==> src/rtl/integrator_decim.sv <==
// rtl/integrator_decim.sv - clamped integrator with decimating one-deep output stage
module integrator_decim #(
    parameter int OUT_WIDTH    = 8,
    parameter int DECIM_FACTOR = 50
) (
    input  logic                 clk_i,
    input  logic                 rst_i,
    input  logic                 en_i,
    input  logic [1:0]           data_i,
    input  logic                 valid_i,
    output logic [OUT_WIDTH-1:0] data_o,
    output logic                 valid_o,
    input  logic                 ready_i,
    output logic                 ovf_o,
    output logic                 sat_o
);
    localparam int AW = OUT_WIDTH + 2;
    localparam int CW = (DECIM_FACTOR > 1) ? $clog2(DECIM_FACTOR) : 1;
    localparam logic signed [AW-1:0] ACC_MAX  = AW'((1 << OUT_WIDTH) - 1);
    localparam logic [CW-1:0]        CNT_LAST = CW'(DECIM_FACTOR - 1);

    typedef enum logic {EMPTY = 1'b0, FULL = 1'b1} state_t;

    logic signed [AW-1:0] acc;
    logic signed [AW-1:0] sum;
    logic signed [AW-1:0] acc_next;
    logic [CW-1:0]        cnt;
    logic                 accept;
    logic                 capture;
    logic                 clamp;
    state_t               state;
    state_t               state_next;
    logic [OUT_WIDTH-1:0] data_next;
    logic                 drop;

    assign accept  = en_i & valid_i;
    assign capture = accept & (cnt == CNT_LAST);

    // Stored acc is always in range, so a 2-bit step can never wrap the AW-bit sum.
    always_comb begin
        sum      = acc + $signed({{OUT_WIDTH{data_i[1]}}, data_i});
        acc_next = sum;
        clamp    = 1'b0;
        if (sum < 0) begin
            acc_next = '0;
            clamp    = 1'b1;
        end else if (sum > ACC_MAX) begin
            acc_next = ACC_MAX;
            clamp    = 1'b1;
        end
    end

    always_ff @(posedge clk_i or posedge rst_i) begin
        if (rst_i) begin
            acc <= '0;
            cnt <= '0;
        end else if (!en_i) begin
            acc <= '0;
            cnt <= '0;
        end else if (valid_i) begin
            acc <= acc_next;
            cnt <= (cnt == CNT_LAST) ? '0 : cnt + 1'b1;
        end
    end

    always_comb begin
        state_next = state;
        data_next  = data_o;
        drop       = 1'b0;
        if (!en_i) begin
            state_next = EMPTY;
        end else begin
            case (state)
                EMPTY: begin
                    if (capture) begin
                        state_next = FULL;
                        data_next  = acc_next[OUT_WIDTH-1:0];
                    end
                end
                FULL: begin
                    if (ready_i) begin
                        if (capture) data_next = acc_next[OUT_WIDTH-1:0];
                        else         state_next = EMPTY;
                    end else if (capture) begin
                        drop = 1'b1;
                    end
                end
                default: state_next = EMPTY;
            endcase
        end
    end

    always_ff @(posedge clk_i or posedge rst_i) begin
        if (rst_i) begin
            state  <= EMPTY;
            data_o <= '0;
            ovf_o  <= 1'b0;
            sat_o  <= 1'b0;
        end else begin
            state  <= state_next;
            data_o <= data_next;
            ovf_o  <= ovf_o | drop;
            sat_o  <= sat_o | (accept & clamp);
        end
    end

    assign valid_o = (state == FULL);
endmodule

==> config.mk <==
export PLATFORM = sky130hd
export DESIGN_NAME = integrator_decim
export DESIGN_NICKNAME = d
export VERILOG_FILES = /design/src/rtl/integrator_decim.sv
export SDC_FILE = /design/constraint.sdc
export NUM_CORES = 1
export LEC_CHECK = 0
export ABC_AREA = 0
export CAP_MARGIN = 20
export CORE_MARGIN = 2
export CORE_UTILIZATION = 35
export DETAILED_ROUTE_END_ITERATION = 6
export PLACE_DENSITY = 0.6
export SYNTH_ARGS = -nofsm -noshare
export SYNTH_HDL_FRONTEND = slang
export SYNTH_SLANG_ARGS = --single-unit
==> constraint.sdc <==
create_clock -name clk_i -period 3.05 [get_ports clk_i]
set_clock_uncertainty 0.1 [all_clocks]
set_input_delay 0.4575 -clock clk_i [delete_from_list [all_inputs] [get_ports clk_i]]
set_output_delay 0.4575 -clock clk_i [all_outputs]
set_load 0.02 [all_outputs]
==> summary by stage <==
Outcome
The flow ran to the end, and the final reports show no timing, DRC or antenna violations.

Timing
The number of pins with negative max-slew slack in the final report is 0. The transition time at the pin with the least slew margin is 473 ps. Setup repair after global routing left no endpoint under its margin.

The final worst hold slack is between 300 and 400 ps. Derived from the worst setup path, the maximum achievable clock frequency is approximately 370 MHz. Setup violations remaining at the end of the flow were counted as 0.

In this run the tightest slew margin relative to its limit is 0.680. Subtracting the final worst setup slack from the clock period gives between 2000 and 3000 ps. After routing, the total negative slack on setup checks comes to 0 ps.

The hold violation total from the final report is 0. The final critical-path share of the clock period is 0.890.

Synth
The share of flip-flops with an asynchronous set or reset is 1.00. The most used flip-flop cell after synthesis is sky130_fd_sc_hd__dfrtp_1. The main combinational cell family by area after synthesis is compound AO/OA/AOI/OAI gates. The xor/xnor cell area share of the yosys netlist is 0.0540. For this run, the number of Yosys warnings is 0. The multiplexer share of the synthesized area is 0.00952. In the synthesized netlist, the number of instances is 175. The proportion of synthesized chip area in sequential cells is 0.413. The biggest area contributor in the post-synthesis netlist is sky130_fd_sc_hd__dfrtp_1. Ranked by total cell area, the synthesized netlist is headed by sky130_fd_sc_hd__dfrtp_1 41%, sky130_fd_sc_hd__ha_1 8.7%, sky130_fd_sc_hd__o21ai_0 7.6%. Of the total synthesized cell area, the portion taken by full adders, half adders and majority gates is 0.100.

In this run the cell area of the synthesized design comes to roughly 0.0016 mm2. The complex-gate fraction of the synthesized area is 0.204. The number of synthesized register bits is 26. Of the total synthesized cell area, the portion taken by AND, OR, NAND and NOR gates is 0.188. The number of nets handed over by synthesis was between 150 and 200.

The average instance in the mapped netlist occupies 9.01 um2. The post-synthesis cell type count is 42. The area share of the largest cell type after synthesis is 0.413. The count of flip-flops with a built-in enable after synthesis is 0.

Place
Routability-driven placement finished with a final weighted congestion of just under 1. Once detailed placement completed, the half-perimeter wirelength came to 2620 um. The number of input and output port buffers inserted is 17.

Routing
After detailed routing, the average wire length per cell comes to 13.2 um. For this block, the initial DRC count from the detailed router was 49. The detailed-route via count is between 1000 and 1500. The per-cell via count in the routed design is 5.19. The detailed-router iteration count before antenna repair is 4.

The total wire length is roughly 3300 um. For this run, design rule violations remaining after detail routing come to 0. The final antenna-violating net count is 0.

Worst setup path
The data arrival at the endpoint of the critical path is 2820 ps. The startpoint type of the worst setup path is a primary input. STA classifies the critical path endpoint as a flip-flop. The maximum fanout along the worst path is 9. For this run, the slowest stage of the critical path takes approximately 480 ps.

The startpoint-to-endpoint class of the critical path is primary input to flip-flop. Walking the worst path, the cells encountered are clkdlybuf4s50_1, buf_4, ha_1, a21oi_1, o22ai_1, o41ai_2, xnor2_2, o311ai_1, o21ai_1. The data required time at the worst endpoint is approximately 3200 ps. The library cell contributing the largest single delay on the critical path is sky130_fd_sc_hd__clkdlybuf4s50_1. The number of cells on the worst reg-to-reg path is 10.

Power and ir drop
The power density relative to cell area is between 400 and 500 mW/mm2. The worst voltage drop across the vdd grid is between 0.15 and 0.2 mV. Total power for the finished layout comes to roughly 790 uW. For this design the static power due to leakage is between 0.0008 and 0.0009 uW.

Global routing
The maximum number of pins on one net before global-route repair is 27. The number of global-route vias before repair is roughly 1300. The global-route usage over all layers is 0.148. The wire length of the first global-routing pass is ~5900 um. The initial antenna violation count is 0.

The overall overflow remaining after global route is 0.

Cells and area
The utilization after layout is 0.437. The antenna cell count is 0. The library cell used most frequently in the layout, excluding fill and tap cells, is sky130_fd_sc_hd__dfrtp_1. The layout has between 400 and 500 filler cells. From synthesis to final layout, the design area changed by 20.7%. In the final layout, the share of cells above drive strength 1 is 0.100. In the layout the commonest cells are 26 x sky130_fd_sc_hd__dfrtp_1, 25 x sky130_fd_sc_hd__nand2_1, 24 x sky130_fd_sc_hd__o21ai_0, 17 x sky130_fd_sc_hd__clkdlybuf4s50_1, 16 x sky130_fd_sc_hd__nor2_1. For this run, the post-layout net count is 220.

Floorplan
The die is slightly above 70 um wide. In this run the standard cell core region covers 0.00435 mm2. The die footprint is between 0.005 and 0.006 mm2. The die outline height is ~70 um. The initial utilization of the core area, before any placement, comes to 0.362. The I/O pin total is 18. The floorplan has 24 rows.

Worst hold path
The number of cells on the worst hold path is 1. The type of the most critical hold path is flip-flop to flip-flop.

Clock network
The total of cells resized after clock tree synthesis is 0. After clock tree synthesis, the flow added hold-fix buffers numbering 0. The number of buffers between clock root and the deepest sink is 2. TritonCTS built the clock tree. The post-CTS setup buffer count is 0. The total number of clock tree sinks is 26. The clock-pin slew on the worst setup and hold paths is approximately 90 ps.

The clock buffer count from CTS is 3. The tree is rooted in a sky130_fd_sc_hd__clkbuf_8. For the worst-skew pair, the clock arrives at the later sink with an insertion delay of ~270 ps. The number of H-tree levels is 1.

Run
The total of max-cap violations is 0.
## per-layer routing
metal,up-vias,global-route usage,share of wire
li1,668,-,-
met1,616,0.192,0.47
met2,21,0.253,0.48
met3,4,0.0356,0.039
met4,0,0.0252,0.0042
met5,-,0,0
## Yosys cell counts, drive strengths merged (2+ instances only)
cell type	instances
dfrtp	26
nor2b	3
a31oi	3
buf	3
ha	11
inv	7
nand3	6
xor2	2
o31ai	2
a21oi	8
and2	4
and3	3
nor2	16
xnor2	6
nand2b	3
o21ai	28
nand2	25
## state kept, by name, indices dropped and copies added, names as in the netlist
register / cells
sat_o: 1
acc: 9
data_o: 8
cnt: 6
valid_o: 1
ovf_o: 1
## kinds of logic (layout without fill, tap and decap cells)
| kind of cell | Yosys count | after routing |
|---|---|---|
| fa+ha+maj | 12 | 12 |
| flops | 26 | 26 |
| compound gates | 52 | 52 |
| xor+xnor | 8 | 8 |
| simple gates | 65 | 65 |
| mux | 1 | 1 |
| buf+inv | 11 | 36 |
## path summary, 6_finish.rpt
check	startpoint	endpoint	slack, ps
max	data_i[1]	acc[4]$_DFFE_PP0P_	340
min in group asynchronous	rst_i	data_o[6]$_DFFE_PP0P_	440
max reg2reg	acc[0]$_DFFE_PP0P_	data_o[1]$_DFFE_PP0P_	650
min	sat_o$_DFF_PP0_	sat_o$_DFF_PP0_	370
max in group asynchronous	rst_i	acc[5]$_DFFE_PP0P_	2160
min reg2reg	sat_o$_DFF_PP0_	sat_o$_DFF_PP0_	370
## worst max-delay path, delay by kind of cell
| kind | cells | cell delay (ps) |
|---|---|---|
| buffers and inverters | 2 | 670 |
| adder cells (fa/ha/maj) | 1 | 350 |
| AO/OA/AOI/OAI | 5 | 1090 |
| XOR/XNOR | 1 | 240 |
## power breakdown
part | switching [uW] | internal (uW) | total (uW) | leakage [uW]
registers | 11.9 | 359 | 371 | 0.000349
clock network | 110 | 116 | 225 | 0.0000288
logic | 109 | 82.1 | 191 | 0.000479
## stage by stage
| step | std cells | area [um2] | setup WS [ps] |
|---|---|---|---|
| after global placement | 248 | 1850 | 35.4 |
| final | 252 | 1900 | 336 |
| after global routing | 252 | 1900 | 157 |
| after CTS | 252 | 1900 | 316 |
| after floorplan | 175 | 1580 | 587 |
| after detailed placement | 248 | 1850 | 33.0 |
## layout make-up
class | instances | area [um2] | share of cell area
Tap cell | 52 | 65.1 | 0.0342
Multi-Input combinational cell | 138 | 876 | 0.460
Clock buffer | 4 | 55.1 | 0.0289
Sequential cell | 26 | 651 | 0.342
Timing Repair Buffer | 25 | 230 | 0.121
Inverter | 7 | 26.3 | 0.0138
Power figures use the tool's default switching activity.
